**src/rtl/regdump_pkg.sv**
```systemverilog
// rtl/regdump_pkg.sv - shared register-file geometry and dump-reader FSM state type
// Purpose: constants shared by the register file, its read-port mux and the dump reader.
// Ports: none (package).
package regdump_pkg;

    localparam int NUM_REGS = 32;
    localparam int ADDR_W   = 5;
    localparam int DATA_W   = 32;

    typedef enum logic [1:0] {
        IDLE,
        READ,
        PRESENT,
        FINISH
    } regdump_state_t;

endpackage

```
**src/rtl/regfile_dump_reader_if.sv**
```systemverilog
// rtl/regfile_dump_reader_if.sv - beat stream carrying {address, data} pairs out of the dump reader
// Purpose: valid/ready stream of register-file snapshot beats.
// Ports (signals):
//   out_valid  master->slave  beat present on out_addr/out_data
//   out_ready  slave->master  sink accepts the beat when out_valid && out_ready
//   out_addr   master->slave  register index of the beat
//   out_data   master->slave  captured register value
interface regfile_dump_reader_if;
    import regdump_pkg::*;

    logic              out_valid;
    logic              out_ready;
    logic [ADDR_W-1:0] out_addr;
    logic [DATA_W-1:0] out_data;

    modport master (
        output out_valid,
        output out_addr,
        output out_data,
        input  out_ready
    );

    modport slave (
        input  out_valid,
        input  out_addr,
        input  out_data,
        output out_ready
    );

endinterface

```
**src/rtl/regfile_dump_reader.sv**
```systemverilog
// rtl/regfile_dump_reader.sv - walks a window of registers through one read port and streams them out
// Purpose: on a start pulse, reads count registers from start_addr (wrapping modulo NUM_REGS),
//          emits each {address, data} pair as a stream beat, then pulses done.
// Ports:
//   clk           posedge clock
//   reset         synchronous, active-high
//   start         single-cycle request, only honoured in IDLE
//   start_addr    first register index of the walk
//   count         number of registers to read, clamped to NUM_REGS
//   rf_read_addr  registered address to the register-file read port
//   rf_read_data  combinational read data for rf_read_addr
//   dump          beat stream (master side)
//   busy          walk in progress (READ or PRESENT)
//   done          one-cycle pulse after the last beat is accepted
module regfile_dump_reader
    import regdump_pkg::*;
(
    input  logic                   clk,
    input  logic                   reset,
    input  logic                   start,
    input  logic [ADDR_W-1:0]      start_addr,
    input  logic [ADDR_W:0]        count,
    output logic [ADDR_W-1:0]      rf_read_addr,
    input  logic [DATA_W-1:0]      rf_read_data,
    regfile_dump_reader_if.master  dump,
    output logic                   busy,
    output logic                   done
);

    localparam logic [ADDR_W:0]   MAX_COUNT = (ADDR_W+1)'(NUM_REGS);
    localparam logic [ADDR_W:0]   ONE       = (ADDR_W+1)'(1);
    localparam logic [ADDR_W-1:0] LAST_ADDR = ADDR_W'(NUM_REGS - 1);

    regdump_state_t    state;
    regdump_state_t    state_next;
    logic [ADDR_W:0]   remaining;

    // Clamping here guarantees no register is visited twice in one walk.
    logic [ADDR_W:0]   count_clamped;
    logic [ADDR_W-1:0] addr_inc;

    always_comb begin
        count_clamped = (count > MAX_COUNT) ? MAX_COUNT : count;
        addr_inc      = (rf_read_addr == LAST_ADDR) ? '0 : rf_read_addr + 1'b1;
    end

    always_comb begin
        state_next = state;
        case (state)
            IDLE: begin
                if (start) begin
                    state_next = (count == '0) ? FINISH : READ;
                end
            end
            READ: begin
                state_next = PRESENT;
            end
            PRESENT: begin
                // out_valid is always high in PRESENT, so ready alone means accept.
                if (dump.out_ready) begin
                    state_next = (remaining > ONE) ? READ : FINISH;
                end
            end
            FINISH: begin
                state_next = IDLE;
            end
            default: begin
                state_next = IDLE;
            end
        endcase
    end

    always_ff @(posedge clk) begin
        if (reset) begin
            state          <= IDLE;
            rf_read_addr   <= '0;
            remaining      <= '0;
            dump.out_valid <= 1'b0;
            dump.out_addr  <= '0;
            dump.out_data  <= '0;
        end else begin
            state <= state_next;
            case (state)
                IDLE: begin
                    if (start) begin
                        rf_read_addr <= start_addr;
                        remaining    <= count_clamped;
                    end
                end
                READ: begin
                    // Value is whatever the register file holds at this edge; no atomic snapshot.
                    dump.out_data  <= rf_read_data;
                    dump.out_addr  <= rf_read_addr;
                    dump.out_valid <= 1'b1;
                end
                PRESENT: begin
                    if (dump.out_ready) begin
                        dump.out_valid <= 1'b0;
                        remaining      <= remaining - ONE;
                        rf_read_addr   <= addr_inc;
                    end
                end
                default: begin
                end
            endcase
        end
    end

    always_comb begin
        busy = (state == READ) || (state == PRESENT);
        done = (state == FINISH);
    end

endmodule

```
**src/flat_wrapper.sv**
```systemverilog
// flat-port wrapper written by rule: the top's interface ports become plain ports
module regfile_dump_reader_flat import regdump_pkg::*;
  (clk, reset, start, start_addr, count, rf_read_addr, rf_read_data, busy, done, dump_out_valid, dump_out_addr, dump_out_data, dump_out_ready);
  regfile_dump_reader_if dump_i ();
  input  logic clk;
  input  logic reset;
  input  logic start;
  input  logic [ADDR_W-1:0] start_addr;
  input  logic [ADDR_W:0] count;
  output logic [ADDR_W-1:0] rf_read_addr;
  input  logic [DATA_W-1:0] rf_read_data;
  output logic busy;
  output logic done;
  output wire logic [$bits(dump_i.out_valid)-1:0] dump_out_valid;
  output wire logic [$bits(dump_i.out_addr)-1:0] dump_out_addr;
  output wire logic [$bits(dump_i.out_data)-1:0] dump_out_data;
  input wire logic [$bits(dump_i.out_ready)-1:0] dump_out_ready;
  assign dump_out_valid = dump_i.out_valid;
  assign dump_out_addr = dump_i.out_addr;
  assign dump_out_data = dump_i.out_data;
  assign dump_i.out_ready = dump_out_ready;
  regfile_dump_reader u_core (.clk(clk), .reset(reset), .start(start), .start_addr(start_addr), .count(count), .rf_read_addr(rf_read_addr), .rf_read_data(rf_read_data), .dump(dump_i), .busy(busy), .done(done));
endmodule
```
**config.mk**
```make
export PLATFORM = sky130hd
export DESIGN_NAME = regfile_dump_reader_flat
export DESIGN_NICKNAME = d
export VERILOG_FILES = /design/src/rtl/regdump_pkg.sv /design/src/rtl/regfile_dump_reader_if.sv /design/src/rtl/regfile_dump_reader.sv /design/src/flat_wrapper.sv
export SDC_FILE = /design/constraint.sdc
export NUM_CORES = 1
export LEC_CHECK = 0
export CAP_MARGIN = 20
export CORE_MARGIN = 2
export CORE_UTILIZATION = 44
export CTS_BUF_LIST = sky130_fd_sc_hd__clkbuf_4
export DETAILED_ROUTE_END_ITERATION = 6
export PLACE_DENSITY = 0.83
export SLEW_MARGIN = 20
export SYNTH_ARGS = -nofsm -noshare
export SYNTH_HDL_FRONTEND = slang
export SYNTH_SLANG_ARGS = --single-unit
```
**constraint.sdc**
```tcl
create_clock -name clk -period 2.1 [get_ports clk]
set_input_delay 0.42 -clock clk [delete_from_list [all_inputs] [get_ports clk]]
set_output_delay 0.42 -clock clk [all_outputs]
set_load 0.01 [all_outputs]
```
== Word level (Yosys, flattened, before mapping) ==
Cells that the tools add are included.
Word-level totals
  register bits after elaboration: 51
  output and inout port bits: 45
Cells by class
  $add $sub $neg: 2
  $lt $le $gt $ge: 2
  equality and inequality tests: 6
  mux-type cells: 15
  reductions and logical operators: 8
Operator list (count)
  6-bit two-way mux: 3
  5-bit two-way mux: 3
  6-bit one-hot mux with 2 select lines: 1
  5-bit one-hot mux with 2 select lines: 1
  2-bit two-way mux: 4
  2-bit one-hot mux with 4 select lines: 1
  6-bit by 1-bit > comparator with 1-bit output (second input constant): 1
  6-bit > comparator (second input constant): 1
  6-bit logical NOT: 1
  6-bit by 1-bit subtractor with 6-bit output (second input constant): 1
  5-bit by 1-bit adder with 5-bit output (second input constant): 1
  5-bit equality test (second input constant): 1
  2-bit equality test (second input constant): 2
  2-bit != test (second input constant): 2
  2-bit AND reduction: 2
  2-bit nonzero test: 2
  3-bit AND reduction: 1
  2-bit by 1-bit equality test with 1-bit output (second input constant): 1
  2-bit logical NOT: 1
  1-bit one-hot mux with 2 select lines: 1
  1-bit logical OR: 1
  1-bit two-way mux: 1

== Depth between registers and ports, before layout ==
  depth in word-level cells: 4
  gate-level depth with buffers: 9

== Worst setup path after synthesis ==
OpenSTA, ideal clock, no wires.
  path kind: flip-flop to flip-flop
  from: register u_core.state[0]
  to: register u_core.remaining[5]
  arrival: 1.535 ns
  slack: 0.507 ns
  stages on the path, launching flop included: 10
  path buffers: 3
  cell sequence: dfxtp_1 inv_1 ha_1 clkbuf_2 nor2_1 and3b_1 buf_2 buf_6 a21oi_1 o21a_1
Between the ends
  longest elaborated chain between the ends: 3
  elaborated cells on any way between the ends: 7
  classes of those cells: 3 x eq/ne; 1 x mux; 3 x reduce/logical
RTL lines
  from (decl): RTL line regfile_dump_reader.sv:34  | regdump_state_t state;
  from (signal assigned): RTL line regfile_dump_reader.sv:82  | state <= state_next;
  2-bit equality test / 2-bit logical NOT (equally long branches): RTL line regfile_dump_reader.sv:83  | case (state)
  2-bit != test (no source line) / 2-bit nonzero test (equally long branches)
  3-bit AND reduction (no source line)
  to (signal assigned): RTL line regfile_dump_reader.sv:87  | remaining <= count_clamped;
  to (signal assigned): RTL line regfile_dump_reader.sv:99  | remaining <= remaining - ONE;
  to (decl): RTL line regfile_dump_reader.sv:36  | logic [ADDR_W:0] remaining;
Parallel ways exist; a longest one is shown, timed or not.
A chain may end at the register's enable or synchronous reset.

== Worst setup path in the final report ==
  from: register u_core.state[1]
  to: output busy
Between the ends
  longest elaborated chain between the ends: 2
  elaborated cells on any way between the ends: 3
  classes of those cells: 2 x eq/ne; 1 x reduce/logical
RTL lines
  2-bit by 1-bit equality test with 1-bit output / 2-bit equality test (equally long branches): RTL line regfile_dump_reader.sv:110  | busy = (state == READ) || (state == PRESENT);
  1-bit logical OR *: RTL line regfile_dump_reader.sv:110
  to (decl): RTL line flat_wrapper.sv:12  | output logic busy;
Mark *: on every way between the ends. The rest lies on a longest branch, timed or not.

==> metrics <==
GR Util All Layers 18.7%; fill cell total of the finished layout 393; pin count of the biggest net entering global routing 26; pins over their slew limit 0; Crit-path slowest cell clkdlybuf4s50_1; area of combinational cells with multiple inputs 1050 um2; Reg area 1020 um2; maximum fanout encountered on the critical timing path 3; CTS resizes 0; number of vias per cell after detailed routing 5.02; TNS Setup 0 ns; worst endpoint required time 1.68 ns; antenna violation net count after detailed routing 0; final setup violation count 0; post-synth top area cell dfxtp_1; final global-route overflow total 0; number of top-level pins 92; number of synthesized flops with an enable pin 0; leakage power of the design 1.22 nW; status finished, final reports clean; clock tree skew after final layout 0.00587 ns; WHS 0.494 ns; clock network latency to the later pin of the worst-skew pair 0.34 ns; Area growth, synth to finish 48.0%; clock tree sinks 51; type of the setup path with the least slack reg -> out; count of nets after finishing 371; count of cell types in the netlist 37; Clk Tree Root Cell clkbuf_4; Die Footprint 5500 um2; via count of the routed design 1929; chain of cells forming the critical path inv_1 > ha_1 > clkdlybuf4s50_1; crit share post-route 96.4%; number of setup buffers added after CTS 0; share of flip-flops with an asynchronous set or reset after synthesis 0%; number of max-cap violations 0; Die Span X 74.1 um; fraction of post-synthesis cell area in the top cell type by area 47.2%; Synth Area per Inst 9.62 um2; CTS Hold Buffers Added 0; ys flop type dfxtp_1; number of search-and-repair iterations in the first detailed-routing pass 4; vias in the first global route 1761; kind of cell with the highest combined delay on the critical path buffers and inverters; global-route wire length before repair 8110 um; initial antenna violation count 0; clock tree from TritonCTS yes; starting density of the core 45.8%; Worst Setup End Kind primary output; worst relative slew slack 66.0%; crit start category flop; Worst Tran Pin Value 0.506 ns; Routed met1 length 2170 um; post-CTS clock slew at the launch and capture registers of the worst setup and hold paths 0.14 ns; # port buffers 91; # DRC 0; maximum resistive drop on vdd 690 uV; Ant. Diodes 0; Placer Congestion 0.892; HP Class reg -> reg; top achievable clock speed 494 MHz; number of H-tree branching levels 2; total nets after synthesis 280; Die Y 74.1 um; sequential element share of the synthesized area 47.2%; number of buffers inserted during clock tree synthesis 5; routed wire length 5040 um; iteration-0 DRC count of the detailed router 138; post-layout min period 2.02 ns; CP Buf/Inv Count 2; Top Metal Used met4; arrival time of the worst setup path 1.60 ns; detailed-routed wire length on met3 438 um; register bit total from synthesis 51; share of final-layout standard cells stronger than drive strength 1 7.26%; Pwr per Cell Area 1150 nW/um2; half-perimeter wire length after placement 3780 um; met2 wirelength from detailed routing 2350 um; Hold Violations, Final 0; count of yosys warnings during synthesis 0; maximum root-to-sink buffer count 2; number of standard cells after synthesis 225; routed len/inst 13.1 um; highest cell delay on the worst timing path 0.53 ns; standard cell core area 4720 um2; Site Rows 25; setup repair after global routing missed its margin false; post-route core utilization 67.8%; most area-consuming cells after synthesis dfxtp_1, mux2i_1, nor2_1; cell area after synthesis 2160 um2
## path summary, 6_finish.rpt
path | start | end | slack [ns] | cells past startpoint
setup / recovery | u_core.state[1] | busy | 0.08 | 3
hold / removal | u_core.remaining[4] | u_core.remaining[4] | 0.49 | 2
setup reg to reg | u_core.state[1] | u_core.remaining[2] | 0.41 | 7
hold reg to reg | u_core.remaining[4] | u_core.remaining[4] | 0.49 | 2
## cell type report
| class | instances | area share, % |
|---|---|---|
| multi-input cells | 152 | 32.7 |
| clock buffers | 6 | 1.41 |
| repair buffers | 99 | 30.2 |
| clock inverters | 2 | 0.391 |
| well taps | 67 | 2.62 |
| inverters | 7 | 0.820 |
| flip-flops and latches | 51 | 32.0 |
## sequential cells by signal, indices dropped and copies added, names as in the netlist
signal	flops
u_core.dump.out_data	32
u_core.dump.out_valid	1
u_core.dump.out_addr	5
u_core.remaining	6
u_core.rf_read_addr	5
u_core.state	2
## worst reg2reg max path, cell delays in order (launching register included)
cell and delay (ns):
dfxtp_2 0.36, inv_1 0.11, ha_1 0.30, nor2_1 0.10, and3b_1 0.22, buf_4 0.20
o21ai_0 0.12, a211oi_1 0.22
## where the power goes
group | switching [mW] | leakage [nW] | internal, mW | total (mW)
combinational | 0.884 | 0.768 | 0.944 | 1.83
sequential | 0.183 | 0.418 | 1.22 | 1.41
clock | 0.292 | 0.0317 | 0.143 | 0.435
total | 1.36 | 1.22 | 2.31 | 3.67
## through the flow
step	area (um2)	setup WS, ns	instances	power, mW
after floorplan	2160	0.507	225	2.55
after global placement	3140	0.159	376	3.22
after detailed placement	3140	0.149	376	3.26
after CTS	3200	0.00836	384	3.71
after global routing	3200	0.00543	384	3.96
final	3200	0.0756	384	3.67
## cell usage after synthesis (all sizes together), types with 3 or more instances
cell and number:
ha 8, o21ai 5, a221oi 3, clkbuf 8
nand2b 3, mux2i 39, nand3 4, a211oi 8
buf 7, nor2 50, a21oi 8, nand2 5
inv 7, dfxtp 51
## cells by family (layout without fill, tap and decap cells)
group | after synthesis | in the layout | share of synthesized area, %
AND/OR/NAND/NOR | 72 | 72 | 14.6
flip-flops | 51 | 51 | 47.2
multiplexers | 39 | 39 | 18.0
AO/OA/AOI/OAI | 32 | 32 | 10.5
buffers and inverters | 22 | 114 | 4.62
adder cells (fa/ha/maj) | 8 | 8 | 4.62
XOR/XNOR | 1 | 1 | 0.405
## per-layer routing
layer / up-vias / global-route usage (%)
li1: 960 / -
met1: 886 / 23.6
met2: 77 / 30.2
met3: 6 / 7.59
met4: 0 / 4.24
met5: - / 0
## placed cells by master (no fill, tap or decap), types with 2 or more instances in the layout
master and instances:
a21oi_1 8, inv_1 7, nor2_1 50, nand2_1 5, a211oi_1 8, a221oi_1 2
buf_4 8, mux2i_1 39, ha_1 7, nand3_1 4, dfxtp_2 2, nor3_1 2
dfxtp_1 49, nor3b_1 2, clkdlybuf4s50_1 90, o21ai_0 4, nand2b_1 3, clkbuf_4 6
Note: power is estimated with default switching activity, not from simulation.
